$ cat config.mk
export PLATFORM = sky130hd
export DESIGN_NAME = rcc_config_switch
export DESIGN_NICKNAME = d
export VERILOG_FILES = /design/src/rtl/rcc_cfg_pkg.sv /design/src/rtl/rcc_sync_ff.sv /design/src/rtl/rcc_config_switch.sv
export SDC_FILE = /design/constraint.sdc
export NUM_CORES = 1
export LEC_CHECK = 0
export ABC_AREA = 0
export CORE_AREA = 10 10 101 103
export DETAILED_ROUTE_END_ITERATION = 8
export DIE_AREA = 0 0 111 113
export PLACE_DENSITY = 0.85
export SLEW_MARGIN = 20
export SYNTH_ARGS = -nofsm -noshare
export SYNTH_HDL_FRONTEND = slang
export SYNTH_SLANG_ARGS = --single-unit
$ cat constraint.sdc
create_clock -name clk -period 4.3 [get_ports clk]
set_clock_uncertainty 0.1 [all_clocks]
set_input_delay 0.86 -clock clk [delete_from_list [all_inputs] [get_ports clk]]
set_output_delay 0.86 -clock clk [all_outputs]
set_load 0.02 [all_outputs]
$ cat src/rtl/rcc_cfg_pkg.sv
`default_nettype none
// +----------------------------------------------------------------------+
// | rcc_cfg_pkg: shared RCC config-path types and standard field map      |
// | Rev 1.0                                                               |
// +----------------------------------------------------------------------+
package rcc_cfg_pkg;

  typedef enum logic [1:0] {
    ST_RUN    = 2'd0,
    ST_GATE   = 2'd1,
    ST_LOAD   = 2'd2,
    ST_SETTLE = 2'd3
  } rcc_sw_state_e;

  localparam int unsigned RCC_NUM_FIELDS = 24;
  localparam int unsigned RCC_CFG_W      = 64;
  localparam logic [RCC_CFG_W-1:0] RCC_RST_VAL = 64'h0;

  // Bit offsets of each field within the packed standard config word
  localparam int unsigned PLLSRC_OFS          = 0;
  localparam int unsigned PLLM_OFS            = 2;
  localparam int unsigned PLLN_OFS            = 8;
  localparam int unsigned PLLP_OFS            = 17;
  localparam int unsigned PLLQ_OFS            = 19;
  localparam int unsigned SW_OFS              = 23;
  localparam int unsigned HPRE_OFS            = 25;
  localparam int unsigned PPRE1_OFS           = 29;
  localparam int unsigned PPRE2_OFS           = 32;
  localparam int unsigned RTCPRE_OFS          = 35;
  localparam int unsigned MCO1_OFS            = 40;
  localparam int unsigned MCO1PRE_OFS         = 42;
  localparam int unsigned MCO2_OFS            = 45;
  localparam int unsigned MCO2PRE_OFS         = 47;
  localparam int unsigned I2SSRC_OFS          = 50;
  localparam int unsigned TIMPRE_OFS          = 51;
  localparam int unsigned MAC1_TXCLK_SEL_OFS  = 52;
  localparam int unsigned MAC1_RXCLK_SEL_OFS  = 53;
  localparam int unsigned MAC1_RCC_EPIS_OFS   = 54;
  localparam int unsigned MAC2_TXCLK_SEL_OFS  = 56;
  localparam int unsigned MAC2_RXCLK_SEL_OFS  = 57;
  localparam int unsigned MAC2_RCC_EPIS_OFS   = 58;
  localparam int unsigned MAC2_RCC_EPIS_1_OFS = 60;
  localparam int unsigned MAC2_RCC_EPIS_2_OFS = 62;

endpackage
`default_nettype wire

$ cat src/rtl/rcc_sync_ff.sv
`default_nettype none
// +----------------------------------------------------------------------+
// | rcc_sync_ff: SYNC_STAGES-deep single-bit synchroniser                 |
// | Rev 1.0                                                               |
// +----------------------------------------------------------------------+
module rcc_sync_ff #(
  parameter int unsigned SYNC_STAGES = 2
) (
  input  logic clk,
  input  logic rst,
  input  logic d,
  output logic q
);

  logic [SYNC_STAGES-1:0] sync_q;
  logic [SYNC_STAGES-1:0] sync_d;

  always_comb begin
    sync_d = {sync_q[SYNC_STAGES-2:0], d};
  end

  always_ff @(posedge clk) begin
    if (rst) begin
      sync_q <= '0;
    end else begin
      sync_q <= sync_d;
    end
  end

  assign q = sync_q[SYNC_STAGES-1];

endmodule
`default_nettype wire

$ cat src/rtl/rcc_config_switch.sv
`default_nettype none
// +----------------------------------------------------------------------+
// | rcc_config_switch: gated functional/test config source switch         |
// | Rev 1.0                                                               |
// +----------------------------------------------------------------------+
module rcc_config_switch
  import rcc_cfg_pkg::*;
#(
  parameter int unsigned           NUM_FIELDS    = RCC_NUM_FIELDS,
  parameter int unsigned           CFG_W         = RCC_CFG_W,
  parameter logic [CFG_W-1:0]      RST_VAL       = CFG_W'(RCC_RST_VAL),
  parameter int unsigned           SYNC_STAGES   = 2,
  parameter int unsigned           GATE_CYCLES   = 4,
  parameter int unsigned           SETTLE_CYCLES = 4
) (
  input  logic             clk,
  input  logic             rst,
  input  logic             atspeed_mode,
  input  logic [CFG_W-1:0] raw_cfg,
  input  logic [CFG_W-1:0] test_cfg,
  input  logic             upd_req,
  output logic             upd_ack,
  output logic [CFG_W-1:0] cfg_out,
  output logic             cfg_src,
  output logic             gate_req,
  output logic             busy,
  output logic             sw_done
);

  localparam int unsigned MAX_CYC = (GATE_CYCLES > SETTLE_CYCLES) ? GATE_CYCLES : SETTLE_CYCLES;
  localparam int unsigned CNT_W   = $clog2(MAX_CYC) + 1;
  localparam logic [CNT_W-1:0] GATE_LOAD   = CNT_W'(GATE_CYCLES - 1);
  localparam logic [CNT_W-1:0] SETTLE_LOAD = CNT_W'(SETTLE_CYCLES - 1);

  generate
    if (SYNC_STAGES < 2 || GATE_CYCLES < 1 || SETTLE_CYCLES < 1 ||
        NUM_FIELDS == 0 || NUM_FIELDS > CFG_W) begin : g_param_check
      $error("rcc_config_switch: illegal parameter set");
    end
  endgenerate

  logic mode_s;

  rcc_sync_ff #(
    .SYNC_STAGES(SYNC_STAGES)
  ) u_mode_sync (
    .clk(clk),
    .rst(rst),
    .d  (atspeed_mode),
    .q  (mode_s)
  );

  rcc_sw_state_e    state_q, state_d;
  logic [CNT_W-1:0] cnt_q, cnt_d;
  logic [CFG_W-1:0] cfg_out_q, cfg_out_d;
  logic             cfg_src_q, cfg_src_d;
  logic             gate_req_q, gate_req_d;
  logic             upd_ack_q, upd_ack_d;
  logic             sw_done_q, sw_done_d;

  always_comb begin
    state_d   = state_q;
    cnt_d     = cnt_q;
    cfg_out_d = cfg_out_q;
    cfg_src_d = cfg_src_q;
    upd_ack_d = 1'b0;
    sw_done_d = 1'b0;
    case (state_q)
      ST_RUN: begin
        // A pending source change outranks any update request
        if (mode_s != cfg_src_q) begin
          state_d = ST_GATE;
          cnt_d   = GATE_LOAD;
        end else if (!cfg_src_q) begin
          if (upd_req) begin
            cfg_out_d = raw_cfg;
            upd_ack_d = 1'b1;
          end
        end else begin
          cfg_out_d = test_cfg;
          upd_ack_d = upd_req;
        end
      end
      ST_GATE: begin
        if (cnt_q == '0) begin
          state_d = ST_LOAD;
        end else begin
          cnt_d = cnt_q - CNT_W'(1);
        end
      end
      ST_LOAD: begin
        // Target is sampled here only; toggles during GATE do not abort
        cfg_out_d = mode_s ? test_cfg : raw_cfg;
        cfg_src_d = mode_s;
        state_d   = ST_SETTLE;
        cnt_d     = SETTLE_LOAD;
      end
      ST_SETTLE: begin
        if (cnt_q == '0) begin
          state_d   = ST_RUN;
          sw_done_d = 1'b1;
        end else begin
          cnt_d = cnt_q - CNT_W'(1);
        end
      end
      default: begin
        state_d = ST_RUN;
      end
    endcase
    gate_req_d = (state_d != ST_RUN);
  end

  always_ff @(posedge clk) begin
    if (rst) begin
      state_q    <= ST_RUN;
      cnt_q      <= '0;
      cfg_out_q  <= RST_VAL;
      cfg_src_q  <= 1'b0;
      gate_req_q <= 1'b0;
      upd_ack_q  <= 1'b0;
      sw_done_q  <= 1'b0;
    end else begin
      state_q    <= state_d;
      cnt_q      <= cnt_d;
      cfg_out_q  <= cfg_out_d;
      cfg_src_q  <= cfg_src_d;
      gate_req_q <= gate_req_d;
      upd_ack_q  <= upd_ack_d;
      sw_done_q  <= sw_done_d;
    end
  end

  // Downstream parking spans every non-RUN state, so busy shares the flop
  assign cfg_out  = cfg_out_q;
  assign cfg_src  = cfg_src_q;
  assign gate_req = gate_req_q;
  assign busy     = gate_req_q;
  assign upd_ack  = upd_ack_q;
  assign sw_done  = sw_done_q;

endmodule
`default_nettype wire

==> results.toml <==
[run_status]
status = "finished clean"

[cells_and_area]
stdcell_area_um2 = 5370
area_growth_pct = 67.9
final_layout_size_suffix_gt1_frac = 0.0412
mostFrequentLayoutCells = "199 x clkdlybuf4s50_1, 129 x nand2_1, 75 x dfxtp_1, 68 x nor2_1, 64 x a311oi_1"
num_antenna_cells = 0
nNetsFinal = 712
fillers = 674
layout_commonest_cell = "clkdlybuf4s50_1"

[clock_tree]
cts_tree = "done"
clockBufferDepth = 2
clock_latency_ns = 0.33
cts_max_level = 3
numCtsBuffers = 9
postCtsSetupBuffers = 0
cts.sinks = 75
ctsResizeCount = 0
cts_hold_buf = 0
cts-root-buf = "clkbuf_8"
clk_pin_slew_ns = 0.09

[critical_path]
reg2regPathDepth = 5
worst_path_dominant_cell_family = "buffers and inverters"
required_ns = 4.43
endpoint = "cfg_out[10]$_SDFFE_PP0P_"
regToRegEndpoint = "cfg_out[10]$_SDFFE_PP0P_"
arrival_ns = 2.78
end_kind = "flip-flop"
crit_fanout = 128
max_stage_delay_ns = 0.49
rr_startpoint = "state_q[0]$_SDFF_PP0_"
critPathLaunch = "upd_req"
timing_worst_setup_path_type = "in -> reg"
ff2ff_setup_slack_ns = 1.83
worstPathCellList = "clkdlybuf4s50_1 > or3b_1 > a21oi_4 > buf_12 > nor2_1 > a311oi_1"
crit_slowest_cell = "clkdlybuf4s50_1"
worstSetupStartpointType = "input port"
cp_num_cells = 6
crit_buf_inv = 2

[routing]
num_vias = 3500
drtIter0Drc = 192
dr.pass1.iters = 4
drcViolationCount = 0
routed_wirelength_um = 11500
wl_per_cell_um = 16.7
routed_via_density = 5.09
drtAntennaViolNets = 0

[floorplanning]
die_area_um2 = 12500
initial_utilization = 0.393
die_y_um = 113
placementRows = 33
boundaryPins = 201
coreArea_um2 = 8130
die_w_um = 111

[logic_synthesis]
ys_warn_count = 0
synth_cells = 400
synth_seq_cells = 75
syn_area_per_cell_um2 = 8.00
async_flop_share = 0
synth-main-ff-cell = "dfxtp_1"
synth_top_area_frac = 0.469
ys_seq_area_frac = 0.469
yosysTopAreaCell = "dfxtp_1"
syn-num-nets = 534
ys_types = 22
synth_area_leaders = "dfxtp_1 47%, a311oi_1 18%, nand2_1 15%, nor2_1 8.0%, buf_2 2.2%"
syn_area_um2 = 3200
synth_edf_count = 0

[placement]
placed_cell_area_um2 = 5190
hpwl_um = 8600
place.gp.congestion = 0.826
port_buffers = 200

[power_and_ir_drop]
clockPowerShare = 0.204
internal-power_uw = 1520
ir_worst_vdd_uv = 204
leakagePower_uw = 0.00205
power_density_nw_per_um2 = 441
combPwrFrac = 0.409
pwr-share-seq = 0.387
switchingPower_uw = 851
power_switching_share = 0.359

[timing]
fmax_ghz = 0.377
worstMarginPinSlew_ns = 0.893
hold_viol_final = 0
relSlewSlack = 0.403
final-max-slew-violation-count = 0
rsz0062_at_grt = "no"
post-route-period-util = 0.616
period_minus_slack_ns = 2.65
setup_viol = 0
finalSetupTns_ns = 0

[min_path]
hp-class = "reg -> reg"

[job]
drv_cap = 0

[global_routing]
grt_usage = 0.173
grt_max_degree = 129
grt_pass1_vias = 3560
overflow = 0
antenna_found_initial = 0
grt_pass1_wl_um = 18200
[routing by layer]
metal,vias to the layer above,track usage,share of wire
met5,-,0,0
met3,18,0.0697,0.088
met4,0,0.0599,0.022
met1,1603,0.181,0.40
met2,145,0.307,0.49
li1,1734,-,-
[cell families (layout without fill, tap and decap cells)]
family / count (synthesis) / after routing / share of synthesized area
DFF: 75 / 75 / 0.469
and+or+nand+nor: 206 / 206 / 0.251
AOI/OAI and AO/OA: 74 / 74 / 0.195
buffers and inverters: 41 / 224 / 0.0712
xor gates and xnor gates: 2 / 2 / 0.00548
adders and majority gates: 2 / 2 / 0.00782
[worst min-delay path by stage]
stage | from | end | depth (start not counted)
floorplan | u_mode_sync.sync_q[0]$_SDFF_PP0_ | u_mode_sync.sync_q[1]$_SDFF_PP0_ | 1
global placement | u_mode_sync.sync_q[0]$_SDFF_PP0_ | u_mode_sync.sync_q[1]$_SDFF_PP0_ | 1
detailed placement | u_mode_sync.sync_q[0]$_SDFF_PP0_ | u_mode_sync.sync_q[1]$_SDFF_PP0_ | 1
CTS | u_mode_sync.sync_q[0]$_SDFF_PP0_ | u_mode_sync.sync_q[1]$_SDFF_PP0_ | 1
global route | u_mode_sync.sync_q[0]$_SDFF_PP0_ | u_mode_sync.sync_q[1]$_SDFF_PP0_ | 1
finish | u_mode_sync.sync_q[0]$_SDFF_PP0_ | u_mode_sync.sync_q[1]$_SDFF_PP0_ | 1
[area by class of cell]
| cell class | count | area [um2] | share of cell area |
|---|---|---|---|
| Multi-Input combinational cell | 284 | 1490 | 0.278 |
| Clock buffer | 9 | 124 | 0.0231 |
| Timing Repair Buffer | 204 | 2050 | 0.382 |
| Tap cell | 105 | 131 | 0.0245 |
| Inverter | 4 | 15.0 | 0.00280 |
| Clock inverter | 7 | 53.8 | 0.0100 |
| Sequential cell | 75 | 1500 | 0.280 |
[power by group through the flow]
stage | combinational, uW | sequential [uW] | clock, uW
2_1_floorplan | 381 | 1090 | 0
3_3_place_gp | 953 | 925 | 0
3_5_place_dp | 976 | 932 | 0
4_1_cts | 979 | 917 | 500
5_1_grt | 1060 | 936 | 523
6_report | 970 | 916 | 483
[flip-flops by register name, indices dropped and copies added (netlist names)]
register	cells
upd_ack	1
u_mode_sync.sync_q	2
busy	1
cfg_src	1
cnt_q	3
state_q	2
cfg_out	64
sw_done	1
[through the flow]
step	instances	hold slack (ns)	util	power [uW]	setup slack, ns
after floorplan	400	0.314	-	1470	2.21
after global placement	671	0.340	0.636	1880	1.47
after detailed placement	672	0.337	0.638	1910	1.34
after CTS	688	0.364	0.660	2400	1.70
after global routing	688	0.387	0.660	2520	1.52
final	688	0.360	0.660	2370	1.65
[synthesized netlist by cell type, types with 3 or more instances]
master    count
a21oi_1       5
a311oi_1     64
buf_2        14
buf_4         3
buf_6         6
clkbuf_1     14
dfxtp_1      75
inv_1         4
nand2_1     129
nor2_1       68
nor2b_1       3
No activity file was read; power rests on OpenSTA's default activity.
